--- src/rtl/clock_pkg.sv ---
// rtl/clock_pkg.sv - shared constants, edit state type and modulo-60 step helper
package clock_pkg;

    localparam logic [5:0] MAX_VAL = 6'd59;

    // Defaults sized for a 50 MHz system clock
    localparam int DEF_DEBOUNCE_CYC = 50_000;
    localparam int DEF_HOLD_CYC     = 25_000_000;
    localparam int DEF_REPEAT_CYC   = 5_000_000;
    localparam int DEF_TIMEOUT_CYC  = 500_000_000;

    typedef enum logic [1:0] {
        IDLE     = 2'd0,
        EDIT_MIN = 2'd1,
        EDIT_SEG = 2'd2
    } edit_state_t;

    // One step up or down on a 0..59 field; out-of-range inputs land back in range
    function automatic logic [5:0] step_mod60(input logic [5:0] v, input logic up);
        if (up) begin
            return (v >= MAX_VAL) ? 6'd0 : v + 6'd1;
        end else begin
            return ((v == 6'd0) || (v > MAX_VAL)) ? MAX_VAL : v - 6'd1;
        end
    endfunction

endpackage

--- src/rtl/btn_cond.sv ---
// rtl/btn_cond.sv - push-button synchronizer, debouncer, press pulse and auto-repeat
module btn_cond
    import clock_pkg::*;
#(
    parameter int DEBOUNCE_CYC = DEF_DEBOUNCE_CYC,
    parameter int HOLD_CYC     = DEF_HOLD_CYC,
    parameter int REPEAT_CYC   = DEF_REPEAT_CYC,
    parameter bit REPEAT_EN    = 1'b1
) (
    input  logic clk,
    input  logic rst_n,
    input  logic btn_raw,
    output logic pulse
);

    localparam int DB_W   = $clog2(DEBOUNCE_CYC + 1);
    localparam int RP_MAX = (HOLD_CYC > REPEAT_CYC) ? HOLD_CYC : REPEAT_CYC;
    localparam int RP_W   = $clog2(RP_MAX + 1);

    localparam logic [DB_W-1:0] DB_LAST   = DB_W'(DEBOUNCE_CYC - 1);
    localparam logic [RP_W-1:0] HOLD_LAST = RP_W'(HOLD_CYC - 1);
    localparam logic [RP_W-1:0] REP_LAST  = RP_W'(REPEAT_CYC - 1);

    logic            sync1, sync2;
    logic            level, level_d;
    logic [DB_W-1:0] db_cnt;
    logic [RP_W-1:0] rep_cnt;
    logic            rep_armed;
    logic            press, held, rep_fire;

    assign press    = level & ~level_d;
    assign held     = level & level_d;
    assign rep_fire = REPEAT_EN && held &&
                      ((!rep_armed && (rep_cnt == HOLD_LAST)) ||
                       ( rep_armed && (rep_cnt == REP_LAST)));

    // Two-flop synchronizer for the asynchronous button
    always_ff @(posedge clk or negedge rst_n) begin
        if (!rst_n) begin
            sync1 <= 1'b0;
            sync2 <= 1'b0;
        end else begin
            sync1 <= btn_raw;
            sync2 <= sync1;
        end
    end

    // Accept a new level only after DEBOUNCE_CYC consecutive differing samples
    always_ff @(posedge clk or negedge rst_n) begin
        if (!rst_n) begin
            db_cnt <= '0;
            level  <= 1'b0;
        end else if (sync2 == level) begin
            db_cnt <= '0;
        end else if (db_cnt == DB_LAST) begin
            level  <= sync2;
            db_cnt <= '0;
        end else begin
            db_cnt <= db_cnt + 1'b1;
        end
    end

    // Hold timer: first repeat HOLD_CYC after the press, then every REPEAT_CYC; release clears it
    always_ff @(posedge clk or negedge rst_n) begin
        if (!rst_n) begin
            rep_cnt   <= '0;
            rep_armed <= 1'b0;
        end else if (!REPEAT_EN || !held) begin
            rep_cnt   <= '0;
            rep_armed <= 1'b0;
        end else if (rep_fire) begin
            rep_cnt   <= '0;
            rep_armed <= 1'b1;
        end else begin
            rep_cnt <= rep_cnt + 1'b1;
        end
    end

    // Registered one-cycle event pulse from the press edge or a repeat tick
    always_ff @(posedge clk or negedge rst_n) begin
        if (!rst_n) begin
            level_d <= 1'b0;
            pulse   <= 1'b0;
        end else begin
            level_d <= level;
            pulse   <= press | rep_fire;
        end
    end

endmodule

--- src/rtl/time_set_editor.sv ---
// rtl/time_set_editor.sv - button-driven min:sec edit FSM with commit strobe and idle timeout
module time_set_editor
    import clock_pkg::*;
#(
    parameter int DEBOUNCE_CYC = DEF_DEBOUNCE_CYC,
    parameter int HOLD_CYC     = DEF_HOLD_CYC,
    parameter int REPEAT_CYC   = DEF_REPEAT_CYC,
    parameter int TIMEOUT_CYC  = DEF_TIMEOUT_CYC
) (
    input  logic       clk,
    input  logic       rst_n,
    input  logic       btn_mode,
    input  logic       btn_up,
    input  logic       btn_down,
    input  logic [5:0] Minutos,
    input  logic [5:0] Segundos,
    output logic       setTime,
    output logic       field_sel,
    output logic [5:0] MinutosPulsa,
    output logic [5:0] SegundosPulsa,
    output logic       load_time
);

    localparam int TMO_W = $clog2(TIMEOUT_CYC + 1);
    localparam logic [TMO_W-1:0] TMO_LAST = TMO_W'(TIMEOUT_CYC - 1);

    logic mode_p, up_p, down_p;

    btn_cond #(
        .DEBOUNCE_CYC(DEBOUNCE_CYC), .HOLD_CYC(HOLD_CYC),
        .REPEAT_CYC(REPEAT_CYC), .REPEAT_EN(1'b0)
    ) u_mode (.clk(clk), .rst_n(rst_n), .btn_raw(btn_mode), .pulse(mode_p));

    btn_cond #(
        .DEBOUNCE_CYC(DEBOUNCE_CYC), .HOLD_CYC(HOLD_CYC),
        .REPEAT_CYC(REPEAT_CYC), .REPEAT_EN(1'b1)
    ) u_up (.clk(clk), .rst_n(rst_n), .btn_raw(btn_up), .pulse(up_p));

    btn_cond #(
        .DEBOUNCE_CYC(DEBOUNCE_CYC), .HOLD_CYC(HOLD_CYC),
        .REPEAT_CYC(REPEAT_CYC), .REPEAT_EN(1'b1)
    ) u_down (.clk(clk), .rst_n(rst_n), .btn_raw(btn_down), .pulse(down_p));

    edit_state_t      state, state_n;
    logic [5:0]       min_n, seg_n;
    logic             set_n, fsel_n, load_n;
    logic [TMO_W-1:0] tmo_cnt, tmo_n;
    logic             any_p, step_up, step_dn;

    assign any_p   = mode_p | up_p | down_p;
    assign step_up = up_p & ~down_p;
    assign step_dn = down_p & ~up_p;

    // State, edited values, registered outputs and timeout counter
    always_ff @(posedge clk or negedge rst_n) begin
        if (!rst_n) begin
            state         <= IDLE;
            MinutosPulsa  <= 6'd0;
            SegundosPulsa <= 6'd0;
            setTime       <= 1'b0;
            field_sel     <= 1'b0;
            load_time     <= 1'b0;
            tmo_cnt       <= '0;
        end else begin
            state         <= state_n;
            MinutosPulsa  <= min_n;
            SegundosPulsa <= seg_n;
            setTime       <= set_n;
            field_sel     <= fsel_n;
            load_time     <= load_n;
            tmo_cnt       <= tmo_n;
        end
    end

    // Next state, field arithmetic and timeout; mode outranks up/down in the same cycle
    always_comb begin
        state_n = state;
        min_n   = MinutosPulsa;
        seg_n   = SegundosPulsa;
        load_n  = 1'b0;
        tmo_n   = tmo_cnt;

        case (state)
            IDLE: begin
                tmo_n = '0;
                if (mode_p) begin
                    state_n = EDIT_MIN;
                    min_n   = (Minutos  > MAX_VAL) ? MAX_VAL : Minutos;
                    seg_n   = (Segundos > MAX_VAL) ? MAX_VAL : Segundos;
                end
            end
            EDIT_MIN, EDIT_SEG: begin
                if (any_p) begin
                    tmo_n = '0;
                end else if (tmo_cnt == TMO_LAST) begin
                    tmo_n   = '0;
                    state_n = IDLE;
                end else begin
                    tmo_n = tmo_cnt + 1'b1;
                end

                if (mode_p) begin
                    if (state == EDIT_MIN) begin
                        state_n = EDIT_SEG;
                    end else begin
                        state_n = IDLE;
                        load_n  = 1'b1;
                    end
                end else if (step_up || step_dn) begin
                    if (state == EDIT_MIN) begin
                        min_n = step_mod60(MinutosPulsa, step_up);
                    end else begin
                        seg_n = step_mod60(SegundosPulsa, step_up);
                    end
                end
            end
            default: begin
                state_n = IDLE;
                tmo_n   = '0;
            end
        endcase

        set_n  = (state_n == EDIT_MIN) || (state_n == EDIT_SEG);
        fsel_n = (state_n == EDIT_SEG);
    end

endmodule
--- config.mk ---
export PLATFORM = sky130hd
export DESIGN_NAME = time_set_editor
export DESIGN_NICKNAME = d
export VERILOG_FILES = /design/src/rtl/clock_pkg.sv /design/src/rtl/btn_cond.sv /design/src/rtl/time_set_editor.sv
export SDC_FILE = /design/constraint.sdc
export NUM_CORES = 1
export LEC_CHECK = 0
export CAP_MARGIN = 20
export CORE_UTILIZATION = 55
export CTS_BUF_LIST = sky130_fd_sc_hd__clkbuf_4 sky130_fd_sc_hd__clkbuf_8 sky130_fd_sc_hd__clkbuf_16
export DETAILED_ROUTE_END_ITERATION = 10
export PLACE_DENSITY = 0.73
export SLEW_MARGIN = 0
export SYNTH_ARGS = -nofsm -noshare
export SYNTH_HDL_FRONTEND = slang
export SYNTH_HIERARCHICAL = 1
export SYNTH_SLANG_ARGS = --single-unit
--- constraint.sdc ---
create_clock -name clk -period 4 [get_ports clk]
set_clock_uncertainty 0.05 [all_clocks]
set_input_delay 0.8 -clock clk [delete_from_list [all_inputs] [get_ports clk]]
set_output_delay 0.8 -clock clk [all_outputs]
set_load 0.01 [all_outputs]
==> results of run 1 <==
[flip-flops by register name, summed over array words and instances (netlist names), 2 cells and up]
| name | cells |
|---|---|
| tmo_cnt | 29 |
| u_down/rep_cnt | 25 |
| u_up/rep_cnt | 25 |
| u_down/db_cnt | 16 |
| u_mode/db_cnt | 16 |
| u_up/db_cnt | 16 |
| MinutosPulsa | 6 |
| SegundosPulsa | 6 |
| state | 2 |
[layer usage]
layer	vias to the layer above	track usage [%]
met5	-	0
met4	0	6.644
met3	15	4.491
met2	130	35.55
met1	3380	32.00
li1	3396	-
[critical path: stages (launching register included)]
cell and delay [ns]:
dfrtp_1 0.40, inv_1 0.08, ha_1 0.61, clkinv_1 0.38, nor2_1 0.25, nand2_1 0.23, o21bai_4 0.37, a21oi_1 0.19
[metrics by stage]
step,util [%],total power [mW],worst slack [ns],hold slack (ns),std cells
4_1_cts,62.95,3.577,1.385,0.3003,1161
5_1_grt,62.95,3.665,1.106,0.3192,1161
6_report,62.95,3.540,1.367,0.2989,1161
3_3_place_gp,58.79,1.775,1.439,0.2849,1129
2_1_floorplan,-,1.711,1.801,0.2812,920
3_5_place_dp,58.79,1.776,1.379,0.2863,1129
[Yosys cell counts (3+ instances only)]
library cell  number  area share [%]
and3_1            17             1.2
mux2_2             4            0.51
nor3_1            41             2.3
nand2b_1           8            0.57
a31oi_1            8            0.57
o21a_1             6            0.51
or3_1             21             1.5
or4_1             16             1.4
nor4_1            18             1.3
nand4_1           40             2.8
a22oi_1            3            0.25
and3_2             3            0.25
o21ai_0           41             2.3
ha_1              18             2.5
a211oi_2           4            0.57
buf_6              4            0.51
or3b_2             7            0.69
nor4b_1            5            0.49
a211oi_1          19             1.6
and4_1            14             1.4
nor2_1            89             3.8
a21oi_1           28             1.6
xor2_1            43             4.3
nand2_1           63             2.7
nand4b_1           4            0.40
inv_1             28             1.2
nand3_2            4            0.45
nor4_4             3            0.72
dfrtp_1          161              46
clkbuf_1          29             1.2
and2_1             5            0.35
o221ai_1           4            0.40
nand3b_1           3            0.25
o31ai_1           13             1.1
nor3b_1            8            0.68
buf_2              6            0.34
nand3_1           41             2.3
xnor2_1           46             4.6
[cell type report]
type | count | area share (%)
clock inverter | 12 | 2.029
multi-input combinational | 689 | 45.50
sequential | 161 | 40.58
inverter | 29 | 1.097
clock buffer | 20 | 4.575
timing repair buffer | 34 | 3.491
tap | 216 | 2.722
[cells by family (layout without fill, tap and decap cells)]
| kind of cell | count (synthesis) | in the layout | synth area share, % |
|---|---|---|---|
| flip-flops | 161 | 161 | 45.53 |
| multiplexers | 5 | 5 | 0.6786 |
| XOR/XNOR | 89 | 89 | 8.809 |
| AND/OR/NAND/NOR | 430 | 430 | 27.96 |
| buffers and inverters | 70 | 95 | 3.422 |
| adder cells (fa/ha/maj) | 18 | 18 | 2.545 |
| AO/OA/AOI/OAI | 147 | 147 | 11.06 |
[power by group]
group | switching [mW] | leakage (nW) | internal (mW)
Combinational | 0.0558 | 1.33 | 0.0324
Sequential | 0.0149 | 2.18 | 1.64
Clock | 0.655 | 0.318 | 1.14
Total | 0.725 | 3.83 | 2.81
[how the worst max path moves through the flow]
stage | slack, ns | to | start
6_report | 1.37 | tmo_cnt[13] | state[0]
3_3_place_gp | 1.44 | u_up/rep_cnt[12] | u_up/rep_cnt[21]
2_1_floorplan | 1.80 | setTime | tmo_cnt[8]
3_5_place_dp | 1.38 | u_up/rep_cnt[12] | u_up/rep_cnt[21]
4_1_cts | 1.39 | tmo_cnt[13] | state[0]
5_1_grt | 1.11 | tmo_cnt[9] | state[1]
==> impl_metrics.yaml, run 1 <==
timing:
  hold_viol_final: 0
  slew_viol_final: 0
  period_needed_ns: 2.633
  worst_slew_pin_slew_ns: 0.9713
  rsz0062_at_grt: "false"
  setup_viol_count_final: 0
  fmax_ghz: 0.3797
  period_share_pct: 65.84
  fin_tns_setup_ns: 0
  slew_headroom_pct: 35.24
grt:
  grt_pass1_vias: 6413
  grt_use_total_pct: 22.69
  grt_max_degree: 79
  antenna_found_initial: 0
  grt_pass1_wl_mm: 30.37
  overflow: 0
layout:
  drive_above_1_share_pct: 8.148
  fin_nets: 967
  seq_area_mm2: 0.004029
  multiInputGateArea_mm2: 0.004517
  syn_to_final_growth_pct: 12.19
  layout_common_cells: "dfrtp_1, nor2_1, nand2_1"
  insertedDiodeCount: 0
  num-fill-cells: 1334
  layout_commonest_cell: "dfrtp_1"
  fin_area_mm2: 0.009927
yosys:
  synth-edff-count: 0
  synth_area_mm2: 0.008848
  synth-seq-area-share_pct: 45.53
  postSynthCellCount: 920
  yosysWarnings: 6
  synth_area_per_cell_um2: 9.618
  async_reset_ff_share_pct: 100.0
  yosysUniqueCellTypes: 69
  syn_nets: 955
  ys.flop_type: "dfrtp_1"
  yosys_register_bits: 161
floorplan:
  initial_utilization_pct: 56.11
  core-area_mm2: 0.01577
  die_x_um: 128.8
  io_pins: 32
  rows: 46
  die-area_mm2: 0.01660
  die_h_um: 128.8
placed_design:
  hpwl_mm: 11.83
  dpl-instance-area_mm2: 0.009271
  finalWeightedCongestion: 0.8922
  port_buffers: 31
cts:
  clock-root-buffer: "clkbuf_16"
  ctsHoldBuffers: 0
  path_clk_slew_ns: 0.06
  htree_levels: 4
  clk_latency_ns: 0.42
  cts_buffers: 17
  cts.sinks: 161
  cts_tree: "built"
  postCtsSetupRepairBufs: 0
  ctsResizeCount: 0
  cts_buffer_depth: 2
drt:
  top_layer_used: "met4"
  firstDrtPassIters: 5
  drc: 0
  wl_met1_mm: 8.678
  met3_length_um: 672
  drt-wirelength-per-cell_um: 15.23
  vias: 6921
  drt_iter0_drc: 402
  avgViaCountPerCell: 5.961
  wirelength_mm: 17.68
  dr_wl_met2_mm: 8.178
  postRouteAntennaNets: 0
worst_hold_path:
  hold_end: "u_up/sync2"
  min_from: "u_up/sync1"
  hold-path-cell-count: 0
  hold_path_class: "register to register"
power_and_ir_drop:
  ir_worst_vdd_mv: 0.3020
  powerDensity_mw_per_mm2: 356.6
  p_leak_nw: 3.828
critical_path:
  path_class: "register to register"
  regToRegEndpoint: "tmo_cnt[13]"
  cp_max_fo: 21
  required_ns: 4.29
  worstPathArrival_ns: 2.92
  r2r-start: "state[0]"
  rr_worst_depth: 7
  cp-end-kind: "register"
  startpoint_type: "register"
  r2r_setup_slack_ns: 1.37
run_status:
  status: "finished clean"
run:
  drv_cap: 0
(Power assumes the default switching activity.)
==> run 2, diff against run 1 <==
- PLACE_DENSITY: 0.73 -> 0.76
- clock period: 4 -> 2.2 ns (I/O delays scaled with it)
==> run 2 against run 1 <==
Net effect:
- core utilization is 2.4 points higher
- hold slack worse by 0.0025 ns
- worst setup slack worse by 1.3 ns
- cell area is 3.8% higher
- power is 75% higher
- clock power is 67% higher
- wire length is 6.2% higher
- sequential share of layout area is 1.5 points lower
- via count is 4.4% higher
- critical path type unchanged
- largest cell class unchanged
==> impl_metrics.yaml, run 2 (synthesized netlist as in run 1, its figures left out) <==
run_status:
  status: "finished clean"
cts:
  clock-root-buffer: "clkbuf_16"
  cts_buffer_depth: 2
  clk_latency_ns: 0.42
  cts_buffers: 17
  path_clk_slew_ns: 0.06
  htree_levels: 4
  cts_tree: "built"
  cts.sinks: 161
timing:
  slew_headroom_pct: 66.54
  worst_slew_pin_slew_ns: 0.5007
  fin_ws_ns: 0.04890
  slew_viol_final: 0
  rsz0062_at_grt: "true"
  setup_viol_count_final: 0
  period_needed_ns: 2.151
  fmax_ghz: 0.4649
  hold_viol_final: 0
  period_share_pct: 97.78
grt:
  grt_use_total_pct: 24.08
  antenna_found_initial: 0
  grt_pass1_wl_mm: 32.04
  grt_max_degree: 49
  overflow: 0
  grt_pass1_vias: 6950
floorplan:
  io_pins: 32
  die_x_um: 128.8
  die-area_mm2: 0.01660
  initial_utilization_pct: 56.11
  rows: 46
  core-area_mm2: 0.01577
  die_h_um: 128.8
placed_design:
  finalWeightedCongestion: 0.8953
  port_buffers: 31
  hpwl_mm: 12.86
  place_inst: 1174
  pre_cts_ws_ns: 0.06959
drt:
  drc: 0
  firstDrtPassIters: 5
  drt-wirelength-per-cell_um: 15.53
  drt_iter0_drc: 357
  postRouteAntennaNets: 0
  wirelength_mm: 18.79
  vias: 7227
  avgViaCountPerCell: 5.973
layout:
  layout_common_cells: "dfrtp_1, nor2_1, nand2_1"
  fin_nets: 1016
  largest_reg_flops: 29
  reg.largest.list: "tmo_cnt: 29 flops, u_down/rep_cnt: 25 flops, u_up/rep_cnt: 25 flops"
  syn_to_final_growth_pct: 16.46
  num-fill-cells: 1333
  layout_commonest_cell: "dfrtp_1"
  insertedDiodeCount: 0
  regMostFlops: "tmo_cnt"
  stdcell_count: 1210
  drive_above_1_share_pct: 12.98
power_and_ir_drop:
  powerDensity_mw_per_mm2: 600.3
  power.total_mw: 6.186
  p_leak_nw: 4.070
  ir_worst_vdd_mv: 0.5577
run:
  drv_cap: 0
critical_path:
  cp_max_fo: 3
  cp-end-kind: "register"
  startpoint_type: "register"
  required_ns: 2.47
  crit_chain: "or4_4 -> nor4_4 -> nand4_4 -> nor4_4 -> a211oi_2 -> ha_1 -> inv_1"
  rr_worst_depth: 7
  crit_path_max_incr_delay_ns: 0.55
  cp_slowest_cell: "or4_4"
  critPathMostFrequentCell: "nor4_4"
  worstPathArrival_ns: 2.42
  path_class: "register to register"
worst_hold_path:
  hold-path-cell-count: 0
  hold_path_class: "register to register"
==> run 2: metrics by stage <==
stage / cell area, µm² / TNS [ns] / hold WS [ns] / util, %
floorplan: 8848 / 0 / 0.09441 / -
global placement: 9647 / 0 / 0.2864 / 61.17
detailed placement: 9647 / 0 / 0.2847 / 61.17
CTS: 10260 / 0 / 0.2981 / 65.06
global route: 10300 / -0.01843 / 0.3061 / 65.34
finish: 10300 / 0 / 0.2965 / 65.34
==> run 2: where the power goes <==
part	switching [mW]	internal, mW	total, mW
Combinational	0.107	0.0658	0.172
Clock	1.15	1.86	3.01
Sequential	0.0230	2.98	3.01
Total	1.28	4.91	6.19
==> run 2: worst paths after layout <==
check,from,endpoint,slack [ns]
setup reg to reg,tmo_cnt[8],setTime,0.05
hold reg to reg,u_mode/sync1,u_mode/sync2,0.30
hold / removal,u_mode/sync1,u_mode/sync2,0.30
min in group asynchronous,rst_n,MinutosPulsa[0],0.43
max in group asynchronous,rst_n,u_mode/db_cnt[15],1.00
setup / recovery,tmo_cnt[8],setTime,0.05
==> run 2: layer usage <==
metal / vias to the layer above / track usage (%) / wire length [µm]
li1: 3488 / - / -
met1: 3530 / 31.67 / 8656
met2: 180 / 39.94 / 9094
met3: 29 / 4.075 / 705
met4: 0 / 9.273 / 329
met5: - / 0 / 0
==> run 2: worst max-delay path, delay by kind of cell (launching register included) <==
family | cells | cell delay [ns]
AOI/OAI and AO/OA | 1 | 0.14
DFF | 1 | 0.38
and+or+nand+nor | 4 | 1.16
buffers and inverters | 1 | 0.03
adders and majority gates | 1 | 0.29
==> run 2: area by class of cell <==
type / instances / area [µm²] / share of cell area (%)
Sequential cell: 161 / 4029 / 39.10
Tap cell: 216 / 270.3 / 2.623
Inverter: 29 / 108.9 / 1.056
Clock inverter: 10 / 133.9 / 1.299
Multi-Input combinational cell: 689 / 4539 / 44.05
Clock buffer: 22 / 469.2 / 4.553
Timing Repair Buffer: 83 / 754.5 / 7.322
==> run 2: timing repair <==
| action | in CTS | in global routing |
|---|---|---|
| hold endpoints to repair | 32 | 0 |
| setup endpoints to repair | 0 | 11 |
| buffers inserted | 0 | 3 |
| hold buffers | 1 | 0 |
| resized for setup | 0 | 4 |
==> run 3, diff against run 2 <==
- CTS_CLUSTER_SIZE: default -> 30
- SKIP_CTS_REPAIR_TIMING: default -> 1
==> run 3 against run 2 <==
Net effect:
- critical path depth stayed put
- cell count stayed put
- worst setup slack lost 0.0026 ns
- register-to-register slack about the same
- non-clock buffer count is the same
- hold slack about the same
- clock power about the same
- clock-buffer cell count stayed put
- critical path type unchanged
==> impl_metrics.yaml, run 3 (synthesized netlist as in run 1, its figures left out) <==
run_status:
  status: "finished clean"
power_and_ir_drop:
  p_switching_mw: 1.275
  internal_power_mw: 4.908
  ir_worst_vdd_mv: 0.5580
  seq_power_share_pct: 48.6
  p_leak_nw: 4.070
  clkPwrFrac_pct: 48.6
  power.total_mw: 6.182
  p_sw_share_pct: 20.62
  power_frac_comb_pct: 2.8
  powerDensity_mw_per_mm2: 599.9
layout:
  num-fill-cells: 1333
  seq_area_mm2: 0.004029
  fin_area_mm2: 0.01030
  fin_nets: 1016
  stdcell_count: 1210
  drive_above_1_share_pct: 12.98
  syn_to_final_growth_pct: 16.46
  layout_common_cells: "dfrtp_1, nor2_1, nand2_1"
  multiInputGateArea_mm2: 0.004539
  reg.largest.list: "tmo_cnt: 29 flops, u_down/rep_cnt: 25 flops, u_up/rep_cnt: 25 flops"
  layout_commonest_cell: "dfrtp_1"
  insertedDiodeCount: 0
  regMostFlops: "tmo_cnt"
  largest_reg_flops: 29
grt:
  grt_use_total_pct: 24.08
  grt_max_degree: 49
  antenna_found_initial: 0
  grt_pass1_vias: 6947
  overflow: 0
  grt_pass1_wl_mm: 32.02
placed_design:
  dpl-instance-area_mm2: 0.009647
  place_inst: 1174
  port_buffers: 31
  finalWeightedCongestion: 0.8953
  hpwl_mm: 12.86
drt:
  met3_length_um: 614
  dr_wl_met2_mm: 9.056
  drt_iter0_drc: 343
  avgViaCountPerCell: 5.964
  firstDrtPassIters: 4
  drt-wirelength-per-cell_um: 15.46
  wl_met1_mm: 8.687
  drc: 0
  top_layer_used: "met4"
  postRouteAntennaNets: 0
  wirelength_mm: 18.71
  vias: 7217
worst_hold_path:
  hold_path_class: "register to register"
  min_from: "u_mode/sync1"
cts:
  cts_buffers: 17
  path_clk_slew_ns: 0.06
  clk_latency_ns: 0.42
  cts.sinks: 161
  cts_buffer_depth: 2
  clock-root-buffer: "clkbuf_16"
  htree_levels: 4
  cts_tree: "built"
timing:
  hold_ws_ns: 0.2965
  slew_headroom_pct: 67.64
  setup_viol_count_final: 0
  hold_viol_final: 0
  worst_slew_pin_slew_ns: 0.4842
  slew_viol_final: 0
  period_needed_ns: 2.154
  rsz0062_at_grt: "true"
  period_share_pct: 97.90
  fin_tns_setup_ns: 0
  fmax_ghz: 0.4643
critical_path:
  startpoint_type: "register"
  required_ns: 2.47
  r2r-start: "tmo_cnt[8]"
  r2r_setup_slack_ns: 0.05
  cp_max_fo: 3
  worstPathArrival_ns: 2.42
  path_class: "register to register"
  critPathLaunch: "tmo_cnt[8]"
  cp-end-kind: "register"
floorplan:
  die_x_um: 128.8
  initial_utilization_pct: 56.11
  die_h_um: 128.8
  die-area_mm2: 0.01660
  io_pins: 32
  rows: 46
  core-area_mm2: 0.01577
run:
  drv_cap: 0
[run 3: metrics by stage]
stage          setup slack [ns]  util [%]
6_report                0.04626     65.34
5_1_grt                -0.01843     65.34
4_1_cts                 0.03429     65.00
3_5_place_dp            0.06959     61.17
3_3_place_gp             0.1762     61.17
2_1_floorplan         0.0007168         -
[run 3: metal layers]
metal	global-route usage [%]	vias up
li1	-	3491
met1	31.64	3544
met2	39.94	151
met3	4.075	31
met4	9.273	0
met5	0	-
[run 3: worst max-delay path, stage by stage, from the launching register on]
cell,delay [ns]
dfrtp_1,0.38
or4_4,0.55
nor4_4,0.20
nand4_4,0.15
nor4_4,0.25
a211oi_2,0.14
ha_1,0.29
inv_1,0.03
[run 3: area by class of cell]
class,instances,share of cell area (%)
tap,216,2.623
inverter,29,1.056
multi-input combinational,689,44.05
clock buffer,22,4.553
timing repair buffer,83,7.322
sequential,161,39.10
clock inverter,10,1.299
[run 3: final timing paths]
path	end	depth (start not counted)
min reg2reg	u_mode/sync2	0
min	u_mode/sync2	0
max reg2reg	setTime	7
min in group asynchronous	MinutosPulsa[0]	2
max in group asynchronous	u_mode/db_cnt[15]	3
max	setTime	7
[run 3: power groups by stage]
stage                     Sequential [mW]  Clock [mW]  Combinational [mW]
after floorplan                      3.05           0              0.0571
after global placement               3.06           0               0.174
after detailed placement             3.06           0               0.176
after CTS                            3.00        3.08               0.177
after global routing                 3.01        3.21               0.198
final                                3.01        3.00               0.172
